### config.mk
export PLATFORM = sky130hd
export DESIGN_NAME = id_ex_skid_stage
export DESIGN_NICKNAME = d
export VERILOG_FILES = /design/src/rtl/id_ex_skid_stage.sv
export SDC_FILE = /design/constraint.sdc
export NUM_CORES = 1
export LEC_CHECK = 0
export CAP_MARGIN = 20
export CORE_AREA = 2 2 229 231
export CTS_CLUSTER_DIAMETER = 200
export DETAILED_ROUTE_END_ITERATION = 10
export DIE_AREA = 0 0 231 233
export GPL_TIMING_DRIVEN = 0
export PLACE_DENSITY = 0.77
export SETUP_SLACK_MARGIN = 0.15
export SLEW_MARGIN = 40
export SYNTH_ARGS = -nofsm -noshare
export SYNTH_HDL_FRONTEND = slang
export SYNTH_SLANG_ARGS = --single-unit
### constraint.sdc
create_clock -name clk -period 31 [get_ports clk]
set_input_delay 6.2 -clock clk [delete_from_list [all_inputs] [get_ports clk]]
set_output_delay 6.2 -clock clk [all_outputs]
set_load 0.005 [all_outputs]
### src/rtl/id_ex_skid_stage.sv
// ID/EX pipeline register with valid/ready handshake, optional two-entry skid
// buffer, synchronous flush and NOP-bubble control masking.
module id_ex_skid_stage #(
   parameter int PAYLOAD_W = 275,
   parameter int CTRL_W    = 8,
   parameter bit SKID_EN   = 1'b1,
   parameter int CNT_W     = 16
) (
   input  logic                 clk,
   input  logic                 rst,
   input  logic                 flush,
   input  logic                 in_valid,
   output logic                 in_ready,
   input  logic [PAYLOAD_W-1:0] in_payload,
   input  logic [CTRL_W-1:0]    in_ctrl,
   output logic                 out_valid,
   input  logic                 out_ready,
   output logic [PAYLOAD_W-1:0] out_payload,
   output logic [CTRL_W-1:0]    out_ctrl,
   output logic [1:0]           occupancy,
   output logic [CNT_W-1:0]     stall_cnt
);

   // Handshake: a beat moves when valid & ready are both high at a rising edge;
   // valid never waits on ready, and a held beat stays bit-stable until taken.
   typedef enum logic [1:0] {
      EMPTY = 2'd0,
      FULL  = 2'd1,
      SKID  = 2'd2
   } state_t;

   state_t                 state_q, state_d;
   logic [PAYLOAD_W-1:0]   main_payload_q, main_payload_d;
   logic [CTRL_W-1:0]      main_ctrl_q, main_ctrl_d;
   logic [PAYLOAD_W-1:0]   skid_payload_q, skid_payload_d;
   logic [CTRL_W-1:0]      skid_ctrl_q, skid_ctrl_d;
   logic                   in_xfer, out_xfer;

   assign out_valid   = (state_q != EMPTY);
   assign in_ready    = SKID_EN ? (state_q != SKID) : (!out_valid || out_ready);
   assign in_xfer     = in_valid && in_ready;
   assign out_xfer    = out_valid && out_ready;
   assign out_payload = main_payload_q;
   assign out_ctrl    = out_valid ? main_ctrl_q : '0;
   assign occupancy   = state_q;

   always_comb begin
      state_d        = state_q;
      main_payload_d = main_payload_q;
      main_ctrl_d    = main_ctrl_q;
      skid_payload_d = skid_payload_q;
      skid_ctrl_d    = skid_ctrl_q;
      case (state_q)
         EMPTY: begin
            if (in_xfer) begin
               state_d        = FULL;
               main_payload_d = in_payload;
               main_ctrl_d    = in_ctrl;
            end
         end
         FULL: begin
            if (in_xfer && out_xfer) begin
               main_payload_d = in_payload;
               main_ctrl_d    = in_ctrl;
            end else if (in_xfer && SKID_EN) begin
               // Head is stalled: park the new beat behind it.
               state_d        = SKID;
               skid_payload_d = in_payload;
               skid_ctrl_d    = in_ctrl;
            end else if (out_xfer) begin
               state_d = EMPTY;
            end
         end
         SKID: begin
            if (out_xfer) begin
               state_d        = FULL;
               main_payload_d = skid_payload_q;
               main_ctrl_d    = skid_ctrl_q;
               skid_payload_d = '0;
               skid_ctrl_d    = '0;
            end
         end
         default: state_d = EMPTY;
      endcase
      // Flush overrides any handshake and drops a beat offered this cycle.
      if (flush) begin
         state_d        = EMPTY;
         main_payload_d = '0;
         main_ctrl_d    = '0;
         skid_payload_d = '0;
         skid_ctrl_d    = '0;
      end
   end

   always_ff @(posedge clk or posedge rst) begin
      if (rst) begin
         state_q        <= EMPTY;
         main_payload_q <= '0;
         main_ctrl_q    <= '0;
         skid_payload_q <= '0;
         skid_ctrl_q    <= '0;
      end else begin
         state_q        <= state_d;
         main_payload_q <= main_payload_d;
         main_ctrl_q    <= main_ctrl_d;
         skid_payload_q <= skid_payload_d;
         skid_ctrl_q    <= skid_ctrl_d;
      end
   end

   always_ff @(posedge clk or posedge rst) begin
      if (rst) begin
         stall_cnt <= '0;
      end else if (out_valid && !out_ready && (stall_cnt != {CNT_W{1'b1}})) begin
         stall_cnt <= stall_cnt + 1'b1;
      end
   end

endmodule

==> key figures <==
Run status
  – Status: completed

Global route
  – Number of global-route vias before repair: 22090
  – Largest net degree at the start of global routing: 79
  – Antenna violations before repair: 22
  – First-pass GRT wire length: 125.4 mm
  – Global-route usage over all layers: 0.3003
  – Grt ovf: 0

Floorplan
  – I/O Pins: 591
  – Die Wd: 231 um
  – Core area: 51090 um^2
  – Die height: 233 um
  – Die area: 53820 um^2
  – Row cnt: 83
  – Initial Util: 0.4769

Clocking
  – Post-CTS sizing: 0
  – CTS tree: done
  – CTS Hold Buffers Added: 0
  – Post-CTS setup buffers: 0
  – Clk_lat worst skew: 0.63 ns
  – Clock buffer depth: 3
  – Clock Sinks: 584
  – Root buffer cell: clkbuf_16
  – H-tree lvl count: 2
  – CTS Buf Count: 60
  – Worst-path clk slew: 0.06 ns

Finish
  – Fin nets: 3539
  – Area Growth Syn to Fin: 36.37%
  – # fillers: approximately 4100
  – Layout cells sized above 1: 0.06018

Timing
  – Clock skew: 0.02202 ns
  – Fin crit share: 0.2773
  – Unrepaired setup endpoints after global routing: no
  – Tmin final: 8.596 ns
  – Final setup viols: 0
  – Slew HR: 0.3931
  – Final hold vios: 0
  – Fmax: 0.1163 GHz
  – Slew Viols, Final: 0
  – Final setup TNS: 0 ns
  – Worst slew pin tran: roughly 0.90 ns

Hold path
  – Worst Hold Class: reg -> reg

Worst setup path
  – Critical Path End Type: output port
  – Worst EP arrival: 2.40 ns
  – Crit Path Category: reg -> out
  – Startpoint Class: register
  – Crit-path slowest cell: nor2_1
  – CP max FO: 10
  – Largest stage delay, worst path: roughly 0.57 ns
  – CP required: 24.80 ns
  – CP delay by family, top: simple AND/OR/NAND/NOR gates
  – WP buf/inv: 2
  – Cells along the critical path: buf_2 > nor2_1 > nor2b_1 > clkdlybuf4s50_1

Synthesis
  – Syn avg cell area: 9.397 um^2
  – Mux share of post-synthesis cell area: 0.001540
  – Count leader, synth: nand2_1
  – Seq/Total Area, Yosys: 0.5997
  – Top cells by count, synth: nand2_1 (859), dfrtp_1 (584), o21ai_0 (323)
  – Post-Synthesis Cells: about 2600
  – FFs w/ async S/R, synth: 1.000
  – Top FF cell, synth: dfrtp_1
  – Area share of the largest cell type after synthesis: 0.5997
  – Unique masters post-synth: 37
  – Synth area leaders: dfrtp_1 (60%), nand2_1 (13%), a22oi_1 (8.7%)
  – Post-Synth Simple-Gate Area: 0.1434
  – Largest area contributor in the netlist: dfrtp_1
  – Post-synthesis compound-gate area fraction: 0.2092
  – Cell area after synthesis: 24370 um^2
  – Post-Synth XOR/XNOR Area: 0.003594
  – Number of enable flip-flop cells after synthesis: 0
  – Adder-cell share of the synthesized area: 0.0005135
  – Largest family of logic cells by synthesized area: compound AO/OA/AOI/OAI gates
  – Syn Nets: around 2900
  – Yosys warnings: 0
  – FF+latch count, synth: 584

Power and ir drop
  – Pwr Total: 1878 uW
  – PD cells: 56.51 nW/um^2
  – Max IR drop VDD: approximately 0.043 mV
  – Leak: 0.01406 uW

Drt
  – First-pass DRT Iterations: 5
  – DRC violations left: 0
  – Vias per cell: 5.594
  – Routed Antenna Nets: 0
  – Initial DRC Count: 1925
  – Routed vias: ~22000
  – Average wire per cell in the routed design: about 21 um
  – Total Routed Length: slightly above 80 mm

Place
  – Port Buffers: 588
  – Final Wtd Congestion: 0.9256
  – Hpwl dp: 60.55 mm

Run
  – Max-cap violations: 0
-- tightest hold or removal path, delay by kind of cell (launching register included) --
| family | cells | cell delay (ns) |
|---|---|---|
| simple gates | 1 | 0.04 |
| flops | 1 | 0.34 |
| compound gates | 1 | 0.06 |
-- kinds of logic after synthesis --
group                    after synthesis
AO/OA/AOI/OAI                        866
flip-flops                           584
adder cells (fa/ha/maj)                1
buffers and inverters                223
AND/OR/NAND/NOR                      906
XOR/XNOR                              10
multiplexers                           3
-- power breakdown --
part	internal [uW]	switching (uW)	leakage, uW
Clock	397	302	0.000924
Combinational	147	154	0.00552
Sequential	833	45.1	0.00761
-- metal layers --
| layer | GRT usage | wire length [um] |
|---|---|---|
| met5 | 0 | 92 |
| met4 | 0.1369 | 3643 |
| met3 | 0.07770 | 6588 |
| met2 | 0.4969 | 40050 |
| met1 | 0.3703 | 32030 |
-- stage by stage --
| step | hold WS, ns | worst slack, ns | std cells | utilization | instance area [um^2] |
|---|---|---|---|---|---|
| CTS | 0.4824 | 22.38 | 3970 | 0.6496 | 33190 |
| floorplan | 0.4479 | 8.459 | 2593 | - | 24370 |
| detailed placement | 0.4693 | 22.12 | 3868 | 0.6129 | 31320 |
| finish | 0.4755 | 22.40 | 3985 | 0.6504 | 33230 |
| global placement | 0.4617 | 2.400 | 3861 | 0.6088 | 31100 |
| global route | 0.5004 | 22.31 | 3983 | 0.6503 | 33220 |
-- sequential cells by signal (all words and copies together), names as in the netlist --
signal,cells
skid_payload_q,275
skid_ctrl_q,8
out_payload,275
main_ctrl_q,8
occupancy,2
stall_cnt,16
-- layout make-up --
type                    count  area, um^2  area share
clock inverters            15       120.1    0.003615
inverters                   3       18.77   0.0005648
clock buffers              87        1754     0.05279
plain buffers             220        1013     0.03050
flip-flops and latches    584       14610      0.4398
repair buffers            595        6078      0.1829
diodes                     15       37.54    0.001130
multi-input cells        1786        8742      0.2631
well taps                 680       850.8     0.02560
-- layout by cell type (no fill, tap or decap), types with 3 or more instances in the layout --
cell / n
clkbuf_1: 141
clkbuf_2: 4
clkbuf_16: 61
nor4_1: 4
nand2_1: 859
nand3_1: 7
clkinv_2: 8
buf_2: 59
and4_1: 3
clkbuf_8: 13
clkdlybuf4s50_1: 588
nor3_1: 3
nor2_1: 10
diode_2: 15
a22oi_1: 283
o21ai_1: 243
nand4_1: 5
dfrtp_1: 584
nor2b_1: 9
buf_16: 7
buf_4: 29
o21ai_0: 323
xor2_1: 8
a21oi_1: 7
-- final timing paths --
path                                   from                   to  slack [ns]  depth (start not counted)
max                            occupancy[1]          out_ctrl[1]       22.40                          4
min                        out_payload[229]     out_payload[229]        0.48                          2
max reg2reg                    occupancy[0]     out_payload[132]       28.06                          6
min reg2reg                out_payload[229]     out_payload[229]        0.48                          2
max in group asynchronous               rst  skid_payload_q[229]       23.33                          5
min in group asynchronous               rst      out_payload[99]        6.06                          2
No activity file was read; power rests on OpenSTA's default activity.
